==> src/rtl/clk_div_sequencer.sv <==
// Runtime-programmable 50%-duty clock divider. Ratio changes are queued and
// applied only at output-period boundaries so clk_out never glitches.
module clk_div_sequencer #(
  parameter int DIV_W       = 8,
  parameter int DEFAULT_DIV = 5
) (
  input  logic             clk,
  input  logic             rst,
  input  logic             en,
  input  logic             cfg_valid,
  input  logic [DIV_W-1:0] cfg_div,
  output logic             cfg_ready,
  output logic             cfg_err,
  output logic [DIV_W-1:0] cur_div,
  output logic             busy,
  output logic             tick,
  output logic             clk_out
);

  // Handshake: a ratio transfers on any posedge where cfg_valid & cfg_ready.
  // cfg_ready is high in IDLE and RUN, low in DRAIN while a ratio is pending.
  typedef enum logic [1:0] {
    IDLE  = 2'd0,
    RUN   = 2'd1,
    DRAIN = 2'd2
  } state_t;

  state_t           state;
  logic [DIV_W-1:0] cnt;
  logic [DIV_W-1:0] pend_div;
  logic             pend_vld;
  logic             hi_p;
  logic             hi_n;

  logic             accept;
  logic             legal;
  logic             last;
  logic [DIV_W:0]   half;
  logic [DIV_W:0]   cnt_inc;

  assign accept  = cfg_valid & cfg_ready;
  assign legal   = (cfg_div > DIV_W'(1));
  assign last    = (cnt == (cur_div - DIV_W'(1)));
  // Extra bit keeps ceil(d/2) from wrapping at the maximum ratio.
  assign half    = ({1'b0, cur_div} + (DIV_W+1)'(1)) >> 1;
  assign cnt_inc = {1'b0, cnt} + (DIV_W+1)'(1);

  always_ff @(posedge clk or posedge rst) begin
    if (rst) begin
      state     <= IDLE;
      cnt       <= '0;
      cur_div   <= DIV_W'(DEFAULT_DIV);
      pend_div  <= '0;
      pend_vld  <= 1'b0;
      cfg_ready <= 1'b1;
      cfg_err   <= 1'b0;
      busy      <= 1'b0;
      tick      <= 1'b0;
      hi_p      <= 1'b0;
    end else begin
      tick    <= 1'b0;
      cfg_err <= accept & ~legal;
      case (state)
        IDLE: begin
          if (accept && legal) cur_div <= cfg_div;
          if (en) begin
            state <= RUN;
            busy  <= 1'b1;
            cnt   <= '0;
            tick  <= 1'b1;
            hi_p  <= 1'b1;
          end
        end

        RUN: begin
          if (last) begin
            cnt <= '0;
            if (en) begin
              tick <= 1'b1;
              hi_p <= 1'b1;
              // A ratio accepted on the boundary waits for the following one.
              if (accept && legal) begin
                pend_div  <= cfg_div;
                pend_vld  <= 1'b1;
                cfg_ready <= 1'b0;
                state     <= DRAIN;
              end
            end else begin
              state <= IDLE;
              busy  <= 1'b0;
              hi_p  <= 1'b0;
              if (accept && legal) cur_div <= cfg_div;
            end
          end else begin
            cnt  <= cnt + DIV_W'(1);
            hi_p <= (cnt_inc < half);
            if (accept && legal) begin
              pend_div  <= cfg_div;
              pend_vld  <= 1'b1;
              cfg_ready <= 1'b0;
              state     <= DRAIN;
            end
          end
        end

        DRAIN: begin
          if (last) begin
            cnt       <= '0;
            pend_vld  <= 1'b0;
            cfg_ready <= 1'b1;
            if (pend_vld) cur_div <= pend_div;
            if (en) begin
              state <= RUN;
              tick  <= 1'b1;
              hi_p  <= 1'b1;
            end else begin
              state <= IDLE;
              busy  <= 1'b0;
              hi_p  <= 1'b0;
            end
          end else begin
            cnt  <= cnt + DIV_W'(1);
            hi_p <= (cnt_inc < half);
          end
        end

        default: begin
          state     <= IDLE;
          busy      <= 1'b0;
          hi_p      <= 1'b0;
          cfg_ready <= 1'b1;
          pend_vld  <= 1'b0;
        end
      endcase
    end
  end

  // Half-cycle retime: ANDing with it trims odd-ratio high time by half a clk.
  always_ff @(negedge clk or posedge rst) begin
    if (rst) hi_n <= 1'b0;
    else     hi_n <= hi_p;
  end

  assign clk_out = cur_div[0] ? (hi_p & hi_n) : hi_p;

endmodule

==> config.mk <==
export PLATFORM = sky130hd
export DESIGN_NAME = clk_div_sequencer
export DESIGN_NICKNAME = d
export VERILOG_FILES = /design/src/rtl/clk_div_sequencer.sv
export SDC_FILE = /design/constraint.sdc
export NUM_CORES = 1
export LEC_CHECK = 0
export ABC_AREA = 0
export ABC_CLOCK_PERIOD_IN_PS = 3100
export CAP_MARGIN = 20
export CORE_UTILIZATION = 57
export DETAILED_ROUTE_END_ITERATION = 7
export PLACE_DENSITY = 0.85
export SETUP_SLACK_MARGIN = 0.4
export SLEW_MARGIN = 20
export SYNTH_ARGS = -nofsm -noshare
export SYNTH_HDL_FRONTEND = slang
export SYNTH_SLANG_ARGS = --single-unit
==> constraint.sdc <==
create_clock -name clk -period 3.1 [get_ports clk]
set_clock_uncertainty 0.05 [all_clocks]
set_input_delay 0.62 -clock clk [delete_from_list [all_inputs] [get_ports clk]]
set_output_delay 0.62 -clock clk [all_outputs]
set_load 0.005 [all_outputs]
==> results of run 1 <==
-- state kept, by name, summed over array words and instances (netlist names) --
signal,count
cfg_err,1
pend_vld,1
pend_div,8
cfg_ready,1
cur_div,8
tick,1
cnt,8
hi_n,1
state,2
busy,1
hi_p,1
-- cells in the final DEF (no fill, tap or decap), drive strengths merged, types with 4 or more instances in the layout --
cell type,instances
nor2,11
mux2i,8
nor3,7
nor2b,4
mux2,18
clkbuf,7
ha,14
o21ai,12
a21oi,12
buf,11
xor2,7
clkdlybuf4s50,23
nand3,12
dfrtp,29
xnor2,15
inv,13
nand2,25
-- power by group through the flow --
stage	clock [mW]	combinational [mW]	sequential [mW]
global route	0.443	1.72	0.865
global placement	0	1.35	0.832
CTS	0.424	1.46	0.829
finish	0.423	1.56	0.840
detailed placement	0	1.40	0.849
floorplan	0	1.12	0.734
-- repair_timing --
action | in CTS | in global routing
gates cloned | 0 | 0
endpoints found under the setup margin | 14 | 8
buffers inserted | 4 | 2
pin swaps | 3 | 3
gates resized for setup | 6 | 9
hold buffers | 0 | 0
-- kinds of logic (layout without fill, tap and decap cells) --
logic type	Yosys count	in the layout	share of synthesized area, %
xor gates and xnor gates	22	22	8.38
and+or+nand+nor	74	74	15.8
adders and majority gates	14	14	7.62
muxes	26	26	12.3
DFF	33	33	36.1
AOI/OAI and AO/OA	45	45	14.3
buffers and inverters	28	56	5.55
-- layout make-up --
cell class | instances | area (um^2) | share of cell area, %
flip-flops and latches | 33 | 832 | 30.0
clock inverters | 1 | 30.0 | 1.08
clock buffers | 7 | 86.3 | 3.12
repair buffers | 34 | 327 | 11.8
multi-input cells | 181 | 1380 | 49.8
well taps | 48 | 60.1 | 2.17
inverters | 14 | 56.3 | 2.03
-- worst paths after layout --
check	depth (start not counted)	from	slack, ns	to
worst min register to register	1	pend_div[6]	0.44	pend_div[6]
worst max-delay path	2	hi_n	-0.02	clk_out
min in group asynchronous	3	rst	0.75	cfg_err
max in group asynchronous	2	rst	0.95	hi_n
worst min-delay path	1	pend_div[6]	0.44	pend_div[6]
worst max register to register	10	cur_div[0]	0.48	state[1]
-- per-layer routing --
metal	routed length (um)	vias to the layer above	track usage, %
li1	-	911	-
met1	2440	929	35.1
met2	2580	44	45.6
met3	189	7	4.17
met4	44	0	7.34
met5	0	-	0
-- worst max-delay path, cell delays in order, from the launching register on --
cell and delay [ns]:
dfrtn_1 0.33, o21a_1 0.16, buf_2 0.12
-- metrics by stage --
stage / setup WS (ns) / hold WS, ns / util, %
finish: -0.0189 / 0.440 / 73.4
detailed placement: -0.0862 / 0.425 / 67.9
global route: -0.0427 / 0.465 / 73.4
floorplan: 0.405 / 0.402 / -
CTS: -0.0244 / 0.440 / 71.8
global placement: -0.0786 / 0.412 / 67.9
==> impl_metrics.ini, run 1 <==
[run_status]
status = finished with violations
violations = setup timing

[global_routing]
grt_max_degree = 33
grt.total_usage_pct = 26.8
grt_pass1_wl_mm = 8.72
grt_pass1_vias = 1855
antenna_found_initial = 0
grt_overflow = 0

[floorplan]
ios = 25
dieArea_um2 = 4290
die-width_um = 65.5
die_h_um = 65.5
initial_utilization_pct = 61.0
core_um2 = 3770
rows = 22

[place]
dp_hpwl_mm = 3.69
place_inst = 304
place_area_um2 = 2560
port_buffers = 24
gp_congestion = 0.830

[power_and_ir_drop]
p_per_area_nw_per_um2 = 1020
p_total_mw = 2.82
clkPwrFrac_pct = 15.0
power.switching_mw = 1.15
power.share.sequential_pct = 29.7
p_leak_nw = 1.16
peakVddDrop_uv = 646
internal_power_mw = 1.67
power_frac_comb_pct = 55.3
sw_frac_of_total_pct = 40.8

[critical_path]
cp-start-kind = register
critPathCaptureType = output port
crit_fanout = 1
crit_type = register to output port
worst_ep_required_time_ns = 2.43
arrival_ns = 2.45

[cells_and_area]
fillerInstances = 270
fin_area_um2 = 2770
nets = 295
drive_gt1_share_pct = 17.0
antenna_cells = 0
fin_cells = 318
syn_to_final_growth_pct = 20.4

[cts]
cts.sinks = 33
cts_tree = built
clkTransAtPathRegs_ns = 0.07
clockRootBuffer = clkbuf_8
clk_path_buf_depth = 2
clk_latency_ns = 0.29
numCtsBuffers = 5
htreeDepth = 2

[routing]
wirelength_mm = 5.25
vias = 1891
routed_via_density = 5.95
ant_nets = 0
drc = 0
drt_iter0_markers = 150
wl_per_cell_um = 16.5
drt_pass1_iterations = 4

[logic_synthesis]
yosysSeqAreaShare_pct = 36.1
yosys_warnings = 0
synth_common_cells = dfrtp_1, nand2_1, xnor2_1
synthCells = 242
synth.avg_cell_area_um2 = 9.50
yosys.area.top_type = dfrtp_1
synth_cell_types = 50
yosysMostFrequentCell = dfrtp_1
synth_edf_count = 0
synthArstFlopShare_pct = 100
synth_area_leaders = dfrtp_1, ha_1, xnor2_1, mux2_2, mux2_1
synth_seq_cells = 33
synthesis.nets = 268
synth-main-ff-cell = dfrtp_1
synth_top_cell_area_share_pct = 31.6
synth_area_um2 = 2300

[sta]
grt_setup_unrepaired = true
finalMaxSlewViolations = 0
hold_viol = 0
fin_ws_ns = -0.0189
worst_pin_slew_ns = 0.761
setup_viol = 1
tns_ns = -0.0189
slew-limit-headroom_pct = 49.3

[hold_path]
hold_class = register to register

[flow_run]
maxCapViolations = 0
Note: power is estimated with default switching activity, not from simulation.
==> run 2, diff against run 1 <==
CTS_CLUSTER_DIAMETER = 60   (was unset)
==> results of run 2 <==
Same layout as run 1: the final DEF is identical, and so are final timing and power.
